$ cat config.mk
export PLATFORM = sky130hd
export DESIGN_NAME = iic_master_flat
export DESIGN_NICKNAME = d
export VERILOG_FILES = /design/src/rtl/iic_master_if.sv /design/src/rtl/iic_master.sv /design/src/flat_wrapper.sv
export SDC_FILE = /design/constraint.sdc
export NUM_CORES = 1
export LEC_CHECK = 0
export CAP_MARGIN = 20
export CORE_MARGIN = 10
export CORE_UTILIZATION = 51
export DETAILED_ROUTE_END_ITERATION = 8
export PLACE_DENSITY = 0.84
export SETUP_SLACK_MARGIN = 0.1
export SYNTH_ARGS = -nofsm -noshare
export SYNTH_HDL_FRONTEND = slang
export SYNTH_SLANG_ARGS = --single-unit
export TNS_END_PERCENT = 10
$ cat constraint.sdc
create_clock -name bus_clk -period 2.1 [get_ports bus_clk]
set_input_delay 0.42 -clock bus_clk [delete_from_list [all_inputs] [get_ports bus_clk]]
set_output_delay 0.42 -clock bus_clk [all_outputs]
set_load 0.02 [all_outputs]
$ cat src/rtl/iic_master_if.sv
`default_nettype none
// ============================================================================
//  Module   : iic_master_if
//  Purpose  : Command/response handshake between a bus-register front end
//             and the iic_master byte engine.
//  Revision : 1.0  initial release
// ============================================================================
interface iic_master_if;
    logic       cmd_valid;
    logic       cmd_ready;
    logic [1:0] cmd;
    logic [7:0] wr_data;
    logic       nack_in;
    logic       rsp_valid;
    logic [7:0] rd_data;
    logic       ack_out;
    logic       busy;

    // Front end issuing commands
    modport master (
        output cmd_valid, cmd, wr_data, nack_in,
        input  cmd_ready, rsp_valid, rd_data, ack_out, busy
    );

    // Engine executing commands
    modport slave (
        input  cmd_valid, cmd, wr_data, nack_in,
        output cmd_ready, rsp_valid, rd_data, ack_out, busy
    );
endinterface
`default_nettype wire

$ cat src/rtl/iic_master.sv
`default_nettype none
// ============================================================================
//  Module   : iic_master
//  Purpose  : Byte-level single-master I2C engine. Executes START, STOP,
//             WRITE and READ commands as sequences of quarter-period phases,
//             honours slave clock stretching and drives open-drain pads
//             through active-low release controls.
//  Revision : 1.0  initial release
// ============================================================================
module iic_master #(
    parameter int DIV  = 125,
    parameter int CNTW = 16
) (
    input  wire          bus_clk,
    input  wire          reset_l,
    iic_master_if.slave  cmd_if,
    input  wire          scl_in,
    input  wire          sda_in,
    output logic         scl_drive_l,
    output logic         sda_drive_l
);

    localparam logic [1:0]      c_CMD_START = 2'b00;
    localparam logic [1:0]      c_CMD_STOP  = 2'b01;
    localparam logic [1:0]      c_CMD_WRITE = 2'b10;
    localparam logic [1:0]      c_CMD_READ  = 2'b11;
    localparam logic [0:0]      c_IDLE      = 1'b0;
    localparam logic [0:0]      c_RUN       = 1'b1;
    localparam logic [CNTW-1:0] c_CNT_LAST  = CNTW'(DIV - 1);

    logic [0:0]      state_q,    state_d;
    logic [1:0]      phase_q,    phase_d;
    logic [3:0]      bit_q,      bit_d;
    logic [CNTW-1:0] cnt_q,      cnt_d;
    logic [1:0]      cmd_q,      cmd_d;
    logic [7:0]      tx_q,       tx_d;
    logic            nack_q,     nack_d;
    logic [8:0]      rx_q,       rx_d;
    logic [7:0]      rd_data_q,  rd_data_d;
    logic            ack_q,      ack_d;
    logic            rsp_q,      rsp_d;
    logic            scl_drv_q,  scl_drv_d;
    logic            sda_drv_q,  sda_drv_d;
    logic [1:0]      rel_age_q,  rel_age_d;
    logic [1:0]      scl_sync_q, scl_sync_d;
    logic [1:0]      sda_sync_q, sda_sync_d;
    logic            w_stall;
    logic            w_slot_sda;

    // Next-state: synchronizers, phase sequencing, sampling and pad drive
    always_comb begin
        state_d    = state_q;
        phase_d    = phase_q;
        bit_d      = bit_q;
        cnt_d      = cnt_q;
        cmd_d      = cmd_q;
        tx_d       = tx_q;
        nack_d     = nack_q;
        rx_d       = rx_q;
        rd_data_d  = rd_data_q;
        ack_d      = ack_q;
        rsp_d      = 1'b0;
        scl_sync_d = {scl_sync_q[0], scl_in};
        sda_sync_d = {sda_sync_q[0], sda_in};

        // Cycles since SCL was released, saturating at the synchronizer
        // depth; before that the synced copy still shows our own low drive.
        if (!scl_drv_q) begin
            rel_age_d = 2'd0;
        end else if (rel_age_q == 2'd2) begin
            rel_age_d = 2'd2;
        end else begin
            rel_age_d = rel_age_q + 2'd1;
        end

        // Released SCL still seen low once the sync has caught up: a slave
        // is stretching, so the quarter counter holds.
        w_stall = scl_drv_q && (rel_age_q == 2'd2) && !scl_sync_q[1];

        case (state_q)
            c_IDLE: begin
                if (cmd_if.cmd_valid) begin
                    state_d = c_RUN;
                    phase_d = 2'd0;
                    bit_d   = 4'd0;
                    cnt_d   = '0;
                    cmd_d   = cmd_if.cmd;
                    tx_d    = cmd_if.wr_data;
                    nack_d  = cmd_if.nack_in;
                end
            end
            c_RUN: begin
                if (!w_stall) begin
                    if (cnt_q == c_CNT_LAST) begin
                        cnt_d = '0;
                        if (phase_q == 2'd2 && cmd_q[1]) begin
                            rx_d = {rx_q[7:0], sda_sync_q[1]};
                        end
                        if (phase_q != 2'd3) begin
                            phase_d = phase_q + 2'd1;
                        end else if (cmd_q[1] && bit_q != 4'd8) begin
                            bit_d   = bit_q + 4'd1;
                            phase_d = 2'd0;
                        end else begin
                            state_d = c_IDLE;
                            rsp_d   = 1'b1;
                            if (cmd_q == c_CMD_WRITE) begin
                                ack_d = ~rx_q[0];
                            end
                            if (cmd_q == c_CMD_READ) begin
                                rd_data_d = rx_q[8:1];
                            end
                        end
                    end else begin
                        cnt_d = cnt_q + CNTW'(1);
                    end
                end
            end
            default: state_d = c_IDLE;
        endcase

        // SDA level for the upcoming bit slot; slot 8 is the ACK slot.
        if (cmd_d == c_CMD_WRITE) begin
            w_slot_sda = (bit_d == 4'd8) ? 1'b1 : tx_d[~bit_d[2:0]];
        end else begin
            w_slot_sda = (bit_d == 4'd8) ? nack_d : 1'b1;
        end

        // Pad drive for the phase being entered; idle keeps the last levels.
        scl_drv_d = scl_drv_q;
        sda_drv_d = sda_drv_q;
        if (state_d == c_RUN) begin
            case (cmd_d)
                c_CMD_START: begin
                    case (phase_d)
                        2'd0:    sda_drv_d = 1'b1;
                        2'd1:    begin scl_drv_d = 1'b1; sda_drv_d = 1'b1; end
                        2'd2:    begin scl_drv_d = 1'b1; sda_drv_d = 1'b0; end
                        default: begin scl_drv_d = 1'b0; sda_drv_d = 1'b0; end
                    endcase
                end
                c_CMD_STOP: begin
                    case (phase_d)
                        2'd0:    sda_drv_d = 1'b0;
                        2'd1:    begin scl_drv_d = 1'b1; sda_drv_d = 1'b0; end
                        default: begin scl_drv_d = 1'b1; sda_drv_d = 1'b1; end
                    endcase
                end
                default: begin
                    sda_drv_d = w_slot_sda;
                    scl_drv_d = (phase_d == 2'd1) || (phase_d == 2'd2);
                end
            endcase
        end
    end

    // State registers; reset releases both pads at once
    always_ff @(posedge bus_clk or negedge reset_l) begin
        if (!reset_l) begin
            state_q    <= c_IDLE;
            phase_q    <= 2'd0;
            bit_q      <= 4'd0;
            cnt_q      <= '0;
            cmd_q      <= 2'b00;
            tx_q       <= 8'h00;
            nack_q     <= 1'b0;
            rx_q       <= 9'h000;
            rd_data_q  <= 8'h00;
            ack_q      <= 1'b0;
            rsp_q      <= 1'b0;
            scl_drv_q  <= 1'b1;
            sda_drv_q  <= 1'b1;
            rel_age_q  <= 2'd0;
            scl_sync_q <= 2'b11;
            sda_sync_q <= 2'b11;
        end else begin
            state_q    <= state_d;
            phase_q    <= phase_d;
            bit_q      <= bit_d;
            cnt_q      <= cnt_d;
            cmd_q      <= cmd_d;
            tx_q       <= tx_d;
            nack_q     <= nack_d;
            rx_q       <= rx_d;
            rd_data_q  <= rd_data_d;
            ack_q      <= ack_d;
            rsp_q      <= rsp_d;
            scl_drv_q  <= scl_drv_d;
            sda_drv_q  <= sda_drv_d;
            rel_age_q  <= rel_age_d;
            scl_sync_q <= scl_sync_d;
            sda_sync_q <= sda_sync_d;
        end
    end

    assign cmd_if.cmd_ready = (state_q == c_IDLE);
    assign cmd_if.busy      = (state_q != c_IDLE);
    assign cmd_if.rsp_valid = rsp_q;
    assign cmd_if.rd_data   = rd_data_q;
    assign cmd_if.ack_out   = ack_q;
    assign scl_drive_l      = scl_drv_q;
    assign sda_drive_l      = sda_drv_q;

endmodule
`default_nettype wire

$ cat src/flat_wrapper.sv
// flat-port wrapper written by rule: the top's interface ports become plain ports
module iic_master_flat 
#(
    parameter int DIV  = 125,
    parameter int CNTW = 16
)
  (bus_clk, reset_l, scl_in, sda_in, scl_drive_l, sda_drive_l, cmd_if_cmd_valid, cmd_if_cmd, cmd_if_wr_data, cmd_if_nack_in, cmd_if_cmd_ready, cmd_if_rsp_valid, cmd_if_rd_data, cmd_if_ack_out, cmd_if_busy);
  iic_master_if cmd_if_i ();
  input  wire bus_clk;
  input  wire reset_l;
  input  wire scl_in;
  input  wire sda_in;
  output logic scl_drive_l;
  output logic sda_drive_l;
  input wire logic [$bits(cmd_if_i.cmd_valid)-1:0] cmd_if_cmd_valid;
  input wire logic [$bits(cmd_if_i.cmd)-1:0] cmd_if_cmd;
  input wire logic [$bits(cmd_if_i.wr_data)-1:0] cmd_if_wr_data;
  input wire logic [$bits(cmd_if_i.nack_in)-1:0] cmd_if_nack_in;
  output wire logic [$bits(cmd_if_i.cmd_ready)-1:0] cmd_if_cmd_ready;
  output wire logic [$bits(cmd_if_i.rsp_valid)-1:0] cmd_if_rsp_valid;
  output wire logic [$bits(cmd_if_i.rd_data)-1:0] cmd_if_rd_data;
  output wire logic [$bits(cmd_if_i.ack_out)-1:0] cmd_if_ack_out;
  output wire logic [$bits(cmd_if_i.busy)-1:0] cmd_if_busy;
  assign cmd_if_i.cmd_valid = cmd_if_cmd_valid;
  assign cmd_if_i.cmd = cmd_if_cmd;
  assign cmd_if_i.wr_data = cmd_if_wr_data;
  assign cmd_if_i.nack_in = cmd_if_nack_in;
  assign cmd_if_cmd_ready = cmd_if_i.cmd_ready;
  assign cmd_if_rsp_valid = cmd_if_i.rsp_valid;
  assign cmd_if_rd_data = cmd_if_i.rd_data;
  assign cmd_if_ack_out = cmd_if_i.ack_out;
  assign cmd_if_busy = cmd_if_i.busy;
  iic_master #(.DIV(DIV), .CNTW(CNTW)) u_core (.bus_clk(bus_clk), .reset_l(reset_l), .cmd_if(cmd_if_i), .scl_in(scl_in), .sda_in(sda_in), .scl_drive_l(scl_drive_l), .sda_drive_l(sda_drive_l));
endmodule
== After elaboration in Yosys (flattened, before gate mapping) ==
Cells that the tools add are included.
W data, S select, Z words.
Cells by class
  add/sub/neg operators: 4
  magnitude comparators: 1
  equality and inequality tests: 16
  muxes and demuxes: 46
  bitwise operators: 6
  reductions and logical operators: 15
Operators by type and width (count)
  $mux W16: 3
  $pmux W16 S2: 1
  $mux W4: 5
  $mux W1: 19
  $mux W2: 9
  $add A16 B1 Y16 const B: 1
  $eq A16 B7 Y1 const B: 1
  $mux W8: 2
  $eq A2 B2 Y1 const B: 6
  $reduce_and A6 Y1: 2
  $ne A2 B2 Y1 const B: 5
  $pmux W1 S2: 4
  $pmux W4 S2: 1
  $not A1 Y1: 5
  $add A2 B1 Y2 const B: 2
  $add A4 B1 Y4 const B: 1
  $eq A2 B1 Y1 const B: 2
  $eq A4 B4 Y1 const B: 1
  $logic_and A1 B1 Y1: 4
  $logic_not A2 Y1: 2
  $lt A3 B4 Y1 const B: 1
  $ne A4 B4 Y1 const B: 1
  $pmux W2 S2: 1
  $reduce_and A4 Y1: 1
  7 further kinds: 8
Word-level totals
  register bits after elaboration: 61
  input bits: 16
  output and inout port bits: 14
  logic and storage cells: 104

== Logic depth before layout (Yosys ltp) ==
Gate-level depths: netlist of the first run.
  word-level depth: 13
  depth in mapped cells: 13
  gate-level depth less buffers: 12

== Worst setup path after synthesis of the first run ==
No wires, ideal clock.
  path type: reg2reg
  start point: register u_core.scl_drv_q (netlist: u_core.scl_drive_l)
  end point: register u_core.scl_drv_q (netlist: u_core.scl_drive_l)
  setup time: 84 ps
  data arrival time: 2133 ps
  data required time: 2016 ps
  path slack: -117 ps
  stages on the path, launching flop included: 10
  path buffers: 1
  clock period less this slack: 2217 ps
  cells stage by stage: dfstp_2 > nand3b_1 > and2_0 > clkbuf_1 > a31oi_1 > nand2_1 > o31ai_1 > inv_1 > ha_1 > o32a_1
Between the ends
  longest elaborated chain between the ends: 8
  elaborated cells between the ends (all ways): 16
  those cells by class: 4 x eq/ne; 6 x mux; 6 x reduce/logical
Ends and longest elaborated chain
  start, declared: line iic_master.sv:42  | logic scl_drv_q, scl_drv_d;
  start signal, assigned: line iic_master.sv:188  | scl_drv_q <= scl_drv_d;
  $logic_and A1 B1 Y1 (*) (2 in series): line iic_master.sv:78  | w_stall = scl_drv_q && (rel_age_q == 2'd2) && !scl_sync_q[1];
  $mux W2 (*): line iic_master.sv:93  | if (!w_stall) begin
  $pmux W2 S2 (*): line iic_master.sv:80  | case (state_q)
  via u_core.phase_d[0]: line iic_master.sv:32  | logic [1:0] phase_q, phase_d;
  $eq A2 B2 Y1 or $eq A2 B1 Y1 (tied branches): line iic_master.sv:135, iic_master.sv:151
  $reduce_or A2 Y1 (no source line)
  $pmux W1 S2: line iic_master.sv:135  | case (phase_d)
  $pmux W1 S2: line iic_master.sv:133  | case (cmd_d)
The timed path passes the listed nets; every way through them passes the cells marked *.
A chain may end at the register's enable or synchronous reset.

== Final worst setup path of the first run ==
  start point: register u_core.cnt_q[0]
  end point: register u_core.sda_drv_q (netlist: u_core.sda_drive_l)
Between the ends
  longest elaborated chain between the ends: 10
  elaborated cells between the ends (all ways): 23
  those cells by class: 3 x eq/ne; 17 x mux; 1 x bitwise; 2 x reduce/logical
Ends and longest elaborated chain
  start, declared: line iic_master.sv:34  | logic [CNTW-1:0] cnt_q, cnt_d;
  start signal, assigned: line iic_master.sv:180  | cnt_q <= cnt_d;
  $eq A16 B7 Y1 (*): line iic_master.sv:94  | if (cnt_q == c_CNT_LAST) begin
  $mux W4: line iic_master.sv:94
  $mux W4: line iic_master.sv:93
  $pmux W4 S2: line iic_master.sv:80
  $not A3 Y3: line iic_master.sv:124  | w_slot_sda = (bit_d == 4'd8) ? 1'b1 : tx_d[~bit_d[2:0]];
  $bmux W1 S3: line iic_master.sv:124
  $mux W1 (not written as such): line iic_master.sv:124
  $mux W1: line iic_master.sv:124
  $mux W1: line iic_master.sv:123  | if (cmd_d == c_CMD_WRITE) begin
  $pmux W1 S2: line iic_master.sv:133
  end signal, assigned: line iic_master.sv:189  | sda_drv_q <= sda_drv_d;
  end, declared: line iic_master.sv:43  | logic sda_drv_q, sda_drv_d;
Every way passes the cells marked *; elsewhere a longest branch is shown, timed or not. The select of a mux whose other input is x is not followed.

==> metrics.cfg, run 1 <==
[status]
outcome = finished, violations left
violations = setup timing

[setup_path]
cp_num_buf_inv = 2
crit_arrival_ps = 2600
crit_path_end_kind = flop
path_cells = inv_1 > ha_2 > nor3b_4 > nand4_4 > buf_4 > o21ai_0 > o31ai_1 > a211o_2 > a211oi_2 > o31ai_2
rrSetupSlack_ps = -220
cp-start-kind = flop
cp_top_family = compound AO/OA/AOI/OAI gates
crit_slowest_cell = dfrtp_1
path_class = flop to flop
worstPathRequired_ps = 2380
timing.rr.end = u_core.sda_drive_l$_DFFE_PN1P_
crit_path_max_incr_delay_ps = 380
critPathMaxFanout = 7
r2r-start = u_core.cnt_q[0]$_DFFE_PN0P_
r2r_cells = 10

[floorplan]
die_area_um2 = 9545
num_io_pins = 30
fp.coreArea_um2 = 5886
die_y_um = 97.70
fp-row-count = 28
start_util_pct = 52.32
fp.dieW_um = 97.70

[logic_synthesis]
netlist_area_um2 = 3079
syn_nets = 318
synthCells = 293
synth-edff-count = 0
synthArstFlopShare_pct = 100.0
synth_area_leaders = dfrtp_1 (45%), mux2_2 (6.6%), nand2_1 (5.5%)
ys_seq_area_share_pct = 49.82
ys_warn_count = 0
post-synth-top-count-cell = dfrtp_1
yosysUniqueCellTypes = 59
yosys.area.top_type = dfrtp_1
ys_seq_elements = 61
synth_commonest_cells = dfrtp_1 (55), nand2_1 (45), o21ai_0 (27)
avgSynthCellArea_um2 = 10.51
synthFlopType = dfrtp_1
yosysTopAreaCellShare_pct = 44.70

[grt]
gr-usage-all-layers_pct = 16.45
grt_pass1_wl_um = 13050
gr-total-overflow = 0
grt_antenna_before_repair = 0
grt_pass1_vias = 2788
grt_max_degree = 62

[final_layout]
stdcell_area_um2 = 4264
fin_nets = 418
area_delta_synth_final_pct = 38.48
drive_above_1_share_pct = 37.69
instances_no_fill = 473
n_antenna_cell = 0
final_core_util_pct = 72.45

[sta]
setup_slack_ps = -223.1
fin_crit_sh_pct = 110.6
hold_viol = 0
holdWs_ps = 67.78
fmax_mhz = 430.5
period_needed_ps = 2323
drv_slew = 0
totalNegativeSetupSlack_ps = -2616
setup_viol = 20
worst_pin_slew_ps = 419.9
rsz0062_at_grt = yes
worst_clock_skew_ps = 3.077
relSlewSlack_pct = 71.98

[routing]
first_pass_iters = 4
remaining_drc_errors = 0
viasPerCell = 5.554
ant_nets = 0
dr.first_iter.drc_count = 102
routedWlPerCell_um = 16.81
num_vias = 2627
routed_wl_um = 7953

[place]
numPortBuffers = 29
gp_congestion = 0.9020
place_area_um2 = 3931
post-dp-hpwl_um = 5510
dp.cells = 449

[cts]
cts_root_buf = clkbuf_8
cts_tree = yes
cts_buffers = 9
clk_pin_slew_worst_paths_ps = 70
clk_latency_ps = 350
htreeDepth = 3
cts_sinks = 61
cts_buffer_depth = 2

[power_and_ir_drop]
vdd_drop_max_mv = 0.5574
power_density_nw_per_um2 = 794.8
power_leakage_uw = 0.001994

[flow_run]
maxCapViolCount = 0

[hold_path]
hold_class = input port to async pin

stage by stage:
| step | setup slack (ps) | power (uW) |
|---|---|---|
| 2_1_floorplan | -21.95 | 2000 |
| 3_3_place_gp | -277.9 | 2395 |
| 3_5_place_dp | -322.8 | 2455 |
| 4_1_cts | -159.8 | 3347 |
| 5_1_grt | -343.1 | 3588 |
| 6_report | -223.1 | 3389 |
power breakdown:
part | switching [uW] | internal, uW
clock network | 480 | 417
registers | 134 | 1360
logic | 489 | 505
total | 1100 | 2290
registers in the layout, indices dropped and copies added, names as in the netlist:
name,count
u_core.cmd_if.busy,1
u_core.scl_sync_q,2
u_core.cmd_if.ack_out,1
u_core.scl_drive_l,1
u_core.rel_age_q,2
u_core.tx_q,8
u_core.sda_drive_l,1
u_core.bit_q,4
u_core.nack_q,1
u_core.rx_q,9
u_core.sda_sync_q,2
u_core.phase_q,2
u_core.cmd_q,2
u_core.cnt_q,16
u_core.cmd_if.rsp_valid,1
u_core.cmd_if.rd_data,8
kinds of logic after synthesis:
| logic type | after synthesis | share of synthesized area [%] |
|---|---|---|
| DFF | 61 | 49.82 |
| buffers and inverters | 23 | 3.210 |
| and+or+nand+nor | 113 | 20.68 |
| AOI/OAI and AO/OA | 60 | 13.13 |
| adders and majority gates | 9 | 3.657 |
| xor gates and xnor gates | 3 | 0.8535 |
| muxes | 24 | 8.655 |
cell usage in the layout, fill, tap and decap left out, drive strengths merged, types with 2 or more instances in the layout:
master          n
nand2          45
o21ai          28
and2            7
mux2i           6
dlygate4sd2     2
nor4            2
dfstp           6
clkdlybuf4s50  26
clkbuf          9
or2b            2
xnor2           2
nand3b          2
clkinv          4
and2b           2
buf            69
nor2           17
nand4           8
nand3          10
o211ai          2
o211a           2
a31oi           3
nor3            3
dfrtp          55
and3            3
mux2           18
a21oi           6
ha              9
o311ai          2
clkinvlp        3
nand2b          2
o31ai           8
inv            15
and4            4
area by class of cell:
class                      count  area [um^2]
fill                         397         1622
multi-input combinational    209         1580
sequential                    61         1534
timing repair buffer          97        833.3
clock buffer                   9        123.9
tap                           75        93.84
inverter                      15        56.30
clock inverter                 7        42.54
layer usage:
layer / vias up / part of all wire (%) / global-route usage [%]
met1: 1271 / 42 / 19.33
li1: 1253 / - / -
met5: - / 0 / 0
met4: 0 / 2.7 / 8.837
met3: 21 / 5.2 / 3.912
met2: 82 / 50 / 27.13
worst max path at each step:
stage	from	depth (start not counted)	endpoint
floorplan	u_core.cnt_q[0]$_DFFE_PN0P_	9	u_core.scl_drive_l$_DFFE_PN1P_
CTS	u_core.cnt_q[0]$_DFFE_PN0P_	9	u_core.scl_drive_l$_DFFE_PN1P_
detailed placement	cmd_if_cmd_valid	6	u_core.cnt_q[13]$_DFFE_PN0P_
finish	u_core.cnt_q[0]$_DFFE_PN0P_	10	u_core.sda_drive_l$_DFFE_PN1P_
global route	u_core.cnt_q[0]$_DFFE_PN0P_	10	u_core.sda_drive_l$_DFFE_PN1P_
global placement	cmd_if_cmd_valid	8	u_core.sda_drive_l$_DFFE_PN1P_
what timing repair did:
action	in CTS	in global routing
setup endpoints to repair	38	38
setup buffers	2	7
pin swaps	11	8
resized for setup	15	30
hold buffers	0	0
hold endpoints to repair	0	0
No activity file was read; power rests on OpenSTA's default activity.
==> run 2: changes to the inputs <==
--- a/config.mk
+++ b/config.mk
@@ -9,6 +9,7 @@
 export CORE_MARGIN = 10
 export CORE_UTILIZATION = 51
 export DETAILED_ROUTE_END_ITERATION = 8
+export GPL_ROUTABILITY_DRIVEN = 0
 export PLACE_DENSITY = 0.84
 export SETUP_SLACK_MARGIN = 0.1
 export SYNTH_ARGS = -nofsm -noshare
==> metrics.cfg, run 2 (synthesized netlist as in run 1, its figures left out) <==
[sta]
drv_slew = 0  ; unchanged
totalNegativeSetupSlack_ps = -1711  ; was -2616 ps
hold_viol = 0  ; unchanged
fmax_mhz = 410.4  ; was 430.5 MHz
fin_crit_sh_pct = 116.0  ; was 110.6%
relSlewSlack_pct = 65.70  ; was 71.98%
setup_viol = 19  ; was 20
worst_pin_slew_ps = 514.0  ; was 419.9 ps
worst_clock_skew_ps = 4.822  ; was 3.077 ps
holdWs_ps = 359.8  ; was 67.78 ps
rsz0062_at_grt = yes  ; unchanged
period_needed_ps = 2436  ; was 2323 ps
setup_slack_ps = -336.5  ; was -223.1 ps

[grt]
grt.met1_usage_pct = 20.78  ; was 19.33%
grt_pass1_wl_um = 13940  ; was 13050 um
met3_usage_pct = 3.556  ; was 3.912%
grt_antenna_before_repair = 0  ; unchanged
grt_max_degree = 28  ; was 62
met2_usage_pct = 29.99  ; was 27.13%
gr-usage-all-layers_pct = 17.46  ; was 16.45%
grt_pass1_vias = 2847  ; was 2788
busiest_layer = met2  ; unchanged
gr-total-overflow = 0  ; unchanged

[flow_run]
maxCapViolCount = 0  ; unchanged

[status]
outcome = finished, violations left  ; unchanged
violations = setup timing  ; unchanged

[final_layout]
final_core_util_pct = 75.13  ; was 72.45%
layout_commonest_cell = buf_4  ; unchanged
n_antenna_cell = 0  ; unchanged
drive_above_1_share_pct = 38.94  ; was 37.69%
largest_reg_flops = 16  ; unchanged
fin_nets = 418  ; unchanged
reg.largest.list = u_core.cnt_q x16, u_core.rx_q x9  ; unchanged
layout_common_cells = buf_4 (59), dfrtp_1 (55), nand2_1 (42)  ; was buf_4 (62), dfrtp_1 (55), nand2_1 (42)
regMostFlops = u_core.cnt_q  ; unchanged
area_delta_synth_final_pct = 43.60  ; was 38.48%

[floorplan]
fp-row-count = 28  ; unchanged
num_io_pins = 30  ; unchanged
start_util_pct = 52.32  ; unchanged
fp.coreArea_um2 = 5886  ; unchanged
fp.dieW_um = 97.70  ; unchanged
die_area_um2 = 9545  ; unchanged
die_y_um = 97.70  ; unchanged

[cts]
clk_pin_slew_worst_paths_ps = 70  ; about the same
cts_buffer_depth = 2  ; unchanged
cts_root_buf = clkbuf_8  ; unchanged
cts_sinks = 61  ; unchanged
cts_buffers = 9  ; unchanged
clk_latency_ps = 340  ; was 350 ps
htreeDepth = 3  ; unchanged
cts_tree = yes  ; unchanged

[routing]
routed_wl_um = 8928  ; was 7953 um
routedWlPerCell_um = 18.88  ; was 16.81 um
viasPerCell = 5.763  ; was 5.554
num_vias = 2726  ; was 2627
remaining_drc_errors = 0  ; unchanged
ant_nets = 0  ; unchanged
dr.first_iter.drc_count = 116  ; was 102
first_pass_iters = 4  ; unchanged

[setup_path]
crit_arrival_ps = 2700  ; was 2600 ps
crit_path_max_incr_delay_ps = 380  ; about the same
cp-startpoint = u_core.bit_q[0]$_DFF_PN0_  ; was u_core.cnt_q[0]$_DFFE_PN0P_
r2r-start = u_core.bit_q[0]$_DFF_PN0_  ; was u_core.cnt_q[0]$_DFFE_PN0P_
crit_slowest_cell = dfrtp_1  ; unchanged
crit_path_end_kind = flop  ; unchanged
cp-start-kind = flop  ; unchanged
path_class = flop to flop  ; unchanged
rrSetupSlack_ps = -340  ; was -220 ps
critPathMaxFanout = 4  ; was 7
worstPathRequired_ps = 2370  ; was 2380 ps
path_cells = inv_2 > ha_1 > nand3b_1 > nand4_1 > buf_4 > o21ai_2 > buf_4 > mux2i_1 > mux2i_1 > a211oi_2 > o31ai_2  ; was inv_1 > ha_2 > nor3b_4 > nand4_4 > buf_4 > o21ai_0 > o31ai_1 > a211o_2 > a211oi_2 > o31ai_2

[place]
pre_cts_ws_ps = -295.8  ; was -322.8 ps
post-dp-hpwl_um = 5505  ; was 5510 um
numPortBuffers = 29  ; unchanged

[power_and_ir_drop]
vdd_drop_max_mv = 0.6571  ; was 0.5574 mV
power_density_nw_per_um2 = 878.1  ; was 794.8 nW/um^2
power_uw = 3883  ; was 3389 uW
power_leakage_uw = 0.002050  ; was 0.001994 uW

[hold_path]
hold_class = flop to flop  ; was input port to async pin
min-delay-start = u_core.scl_sync_q[0]$_DFF_PN1_

[run 2: cell type report]
cell class,instances,area [um^2]
multi-input cells,209,1635
flip-flops and latches,61,1534
fillers,359,1464
repair buffers,97,843.3
clock buffers,13,168.9
well taps,75,93.84
clock inverters,3,90.09
inverters,15,56.30
[run 2: critical path: cells and delay by family (launching register included)]
| kind | cells | cell delay (ps) |
|---|---|---|
| buffers and inverters | 3 | 450 |
| multiplexers | 2 | 330 |
| adder cells (fa/ha/maj) | 1 | 240 |
| flip-flops | 1 | 380 |
| AND/OR/NAND/NOR | 2 | 460 |
| AO/OA/AOI/OAI | 3 | 500 |
[run 2: timing repair]
action,CTS,global route
pin swaps,11,16
endpoints found under the setup margin,40,41
gates resized for setup,18,43
hold buffers,1,0
hold endpoints to repair,8,0
setup buffers,6,3
[run 2: final timing paths]
| kind | end | depth (start not counted) |
|---|---|---|
| hold / removal | u_core.scl_sync_q[1]$_DFF_PN1_ | 0 |
| setup reg to reg | u_core.sda_drive_l$_DFFE_PN1P_ | 11 |
| min in group asynchronous | u_core.cmd_if.rd_data[7]$_DFFE_PN0P_ | 2 |
| max in group asynchronous | u_core.tx_q[5]$_DFF_PN0_ | 3 |
| hold reg to reg | u_core.scl_sync_q[1]$_DFF_PN1_ | 0 |
| setup / recovery | u_core.sda_drive_l$_DFFE_PN1P_ | 11 |
[run 2: layer usage]
| layer | up-vias | share of wire [%] |
|---|---|---|
| met4 | 0 | 2.2 |
| met1 | 1352 | 40 |
| met2 | 102 | 52 |
| met3 | 23 | 5.9 |
| li1 | 1249 | - |
| met5 | - | 0 |
[run 2: where the power goes]
group	internal [uW]	switching (uW)
clock	887	457
sequential	1360	143
combinational	509	523
[run 2: stage by stage]
step / std cells / area (um^2)
3_3_place_gp: 448 / 3924
3_5_place_dp: 448 / 3924
2_1_floorplan: 293 / 3126
5_1_grt: 473 / 4422
4_1_cts: 471 / 4303
6_report: 473 / 4422
==> run 3: changes to the inputs <==
--- a/config.mk
+++ b/config.mk
@@ -10,8 +10,10 @@
 export CORE_UTILIZATION = 51
 export DETAILED_ROUTE_END_ITERATION = 8
 export GPL_ROUTABILITY_DRIVEN = 0
+export GPL_TIMING_DRIVEN = 0
 export PLACE_DENSITY = 0.84
 export SETUP_SLACK_MARGIN = 0.1
+export SLEW_MARGIN = 40
 export SYNTH_ARGS = -nofsm -noshare
 export SYNTH_HDL_FRONTEND = slang
 export SYNTH_SLANG_ARGS = --single-unit
==> metrics.cfg, run 3 (synthesized netlist as in run 1, its figures left out) <==
[sta]
holdWs_ps = 356.8  ; was 359.8 ps
drv_slew = 0  ; unchanged
worst_pin_slew_ps = 463.8  ; was 514.0 ps
relSlewSlack_pct = 69.08  ; was 65.70%
fmax_mhz = 415.7  ; was 410.4 MHz
worst_clock_skew_ps = 8.313  ; was 4.822 ps
hold_viol = 0  ; unchanged
setup_viol = 2  ; was 19
totalNegativeSetupSlack_ps = -589.6  ; was -1711 ps
setup_slack_ps = -305.7  ; was -336.5 ps
rsz0062_at_grt = yes  ; unchanged
period_needed_ps = 2406  ; was 2436 ps
fin_crit_sh_pct = 114.6  ; was 116.0%

[final_layout]
reg.largest.list = u_core.cnt_q x16, u_core.rx_q x9  ; unchanged
regMostFlops = u_core.cnt_q  ; unchanged
area_delta_synth_final_pct = 31.41  ; was 43.60%
stdcell_area_um2 = 4046  ; was 4422 um^2
fin_nets = 385  ; was 418
layout_common_cells = dfrtp_1 (53), nand2_1 (42), clkdlybuf4s50_1 (27)  ; was buf_4 (59), dfrtp_1 (55), nand2_1 (42)
drive_above_1_share_pct = 32.60  ; was 38.94%
layout_commonest_cell = dfrtp_1  ; was buf_4
n_antenna_cell = 0  ; unchanged
largest_reg_flops = 16  ; unchanged

[power_and_ir_drop]
vdd_drop_max_mv = 0.4534  ; was 0.6571 mV
internal-power_uw = 2162  ; was 2760 uW
sequentialPowerShare_pct = 48.4  ; was 38.8%
power_uw = 3245  ; was 3883 uW
p_sw_share_pct = 33.35  ; was 28.92%
comb_power_share_pct = 23.6  ; was 26.6%
power_density_nw_per_um2 = 801.9  ; was 878.1 nW/um^2
p_clk_share_pct = 28.0  ; was 34.6%
power_switching_uw = 1082  ; was 1123 uW
power_leakage_uw = 0.001810  ; was 0.002050 uW

[grt]
grt_pass1_vias = 2628  ; was 2847
grt_pass1_wl_um = 12100  ; was 13940 um
gr-usage-all-layers_pct = 15.09  ; was 17.46%
grt_max_degree = 33  ; was 28
gr-total-overflow = 0  ; unchanged
grt_antenna_before_repair = 0  ; unchanged

[setup_path]
cp-start-kind = flop  ; unchanged
r2r-start = u_core.phase_q[0]$_DFF_PN0_  ; was u_core.bit_q[0]$_DFF_PN0_
crit_arrival_ps = 2670  ; was 2700 ps
crit_path_end_kind = flop  ; unchanged
path_class = flop to flop  ; unchanged
critPathMaxFanout = 5  ; was 4
worstPathRequired_ps = 2360  ; was 2370 ps
cp-startpoint = u_core.phase_q[0]$_DFF_PN0_  ; was u_core.bit_q[0]$_DFF_PN0_

[cts]
htreeDepth = 3  ; unchanged
cts_sinks = 61  ; unchanged
cts_buffer_depth = 2  ; unchanged
cts_root_buf = clkbuf_8  ; unchanged
cts_buffers = 9  ; unchanged
clk_pin_slew_worst_paths_ps = 70  ; about the same
cts_tree = yes  ; unchanged
clk_latency_ps = 350  ; was 340 ps

[hold_path]
hold_class = flop to flop  ; unchanged
min-delay-start = u_core.scl_sync_q[0]$_DFF_PN1_  ; unchanged

[flow_run]
maxCapViolCount = 0  ; unchanged

[floorplan]
fp.coreArea_um2 = 5886  ; unchanged
fp.dieW_um = 97.70  ; unchanged
start_util_pct = 52.32  ; unchanged
die_area_um2 = 9545  ; unchanged
num_io_pins = 30  ; unchanged
fp-row-count = 28  ; unchanged
die_y_um = 97.70  ; unchanged

[routing]
ant_nets = 0  ; unchanged
num_vias = 2553  ; was 2726
routedWlPerCell_um = 16.93  ; was 18.88 um
viasPerCell = 5.802  ; was 5.763
routed_wl_um = 7451  ; was 8928 um
remaining_drc_errors = 0  ; unchanged
first_pass_iters = 7  ; was 4
dr.first_iter.drc_count = 163  ; was 116

[place]
place_area_um2 = 3527  ; was 3924 um^2
pre_cts_ws_ps = -714.8  ; was -295.8 ps
post-dp-hpwl_um = 4588  ; was 5505 um
numPortBuffers = 29  ; unchanged

[status]
outcome = finished, violations left  ; unchanged
violations = setup timing  ; unchanged

[run 3: cell count changes in the layout (fill, tap and decap cells not counted), moves of 3 or more]
cell | before | now
o21ai_1 | 20 | 2
o21ai_0 | 6 | 25
clkinvlp_4 | 0 | 3
bufinv_16 | 3 | 0
clkinv_2 | 0 | 4
buf_4 | 59 | 23
[run 3: path summary, 6_finish.rpt]
kind | cells past startpoint | end | slack (ps)
worst max-delay path | 9 | u_core.sda_drive_l$_DFFE_PN1P_ | -310
worst min-delay path | 0 | u_core.scl_sync_q[1]$_DFF_PN1_ | 360
worst max register to register | 9 | u_core.sda_drive_l$_DFFE_PN1P_ | -310
worst min register to register | 0 | u_core.scl_sync_q[1]$_DFF_PN1_ | 360
max in group asynchronous | 3 | u_core.scl_sync_q[1]$_DFF_PN1_ | 1000
min in group asynchronous | 2 | u_core.rel_age_q[1]$_DFF_PN0_ | 540
[run 3: worst max-delay path: stages (launching register included)]
cell and delay [ps]:
dfrtp_1 530, ha_4 240, and2_4 180, nand4_1 220, o211a_1 330, nor2_2 150
inv_2 80, a2111oi_4 290, a211oi_2 80, o31ai_1 240
[run 3: stage by stage]
step	instances	util (%)
6_report	440	68.75
5_1_grt	440	68.75
4_1_cts	433	66.60
3_5_place_dp	398	59.93
3_3_place_gp	397	59.63
2_1_floorplan	293	-
[run 3: cell type report]
| class | count | area (um^2) |
|---|---|---|
| tap | 75 | 93.84 |
| clock buffer | 9 | 123.9 |
| fill | 406 | 1839 |
| multi-input combinational | 209 | 1604 |
| clock inverter | 7 | 42.54 |
| inverter | 15 | 56.30 |
| sequential | 61 | 1536 |
| timing repair buffer | 56 | 515.5 |
| buffer | 8 | 73.82 |
[run 3: timing repair]
| item | 4_1_cts | 5_1_grt |
|---|---|---|
| endpoints found under the hold margin | 12 | 0 |
| hold buffers | 1 | 0 |
| endpoints found under the setup margin | 37 | 38 |
| gates resized for setup | 24 | 22 |
| pin swaps | 14 | 14 |
| buffers inserted | 18 | 7 |
[run 3: power by group through the flow]
| stage | Clock [uW] | Combinational (uW) | Sequential (uW) |
|---|---|---|---|
| after floorplan | 0 | 442 | 1560 |
| final | 909 | 765 | 1570 |
| after detailed placement | 0 | 617 | 1600 |
| after global routing | 973 | 860 | 1600 |
| after CTS | 922 | 735 | 1550 |
| after global placement | 0 | 586 | 1590 |
[run 3: per-layer routing]
metal | track usage [%] | part of all wire [%] | up-vias
met1 | 17.50 | 42 | 1254
met5 | 0 | 0 | -
met4 | 7.159 | 3.2 | 0
met2 | 24.68 | 48 | 89
met3 | 4.836 | 6.2 | 24
li1 | - | - | 1186
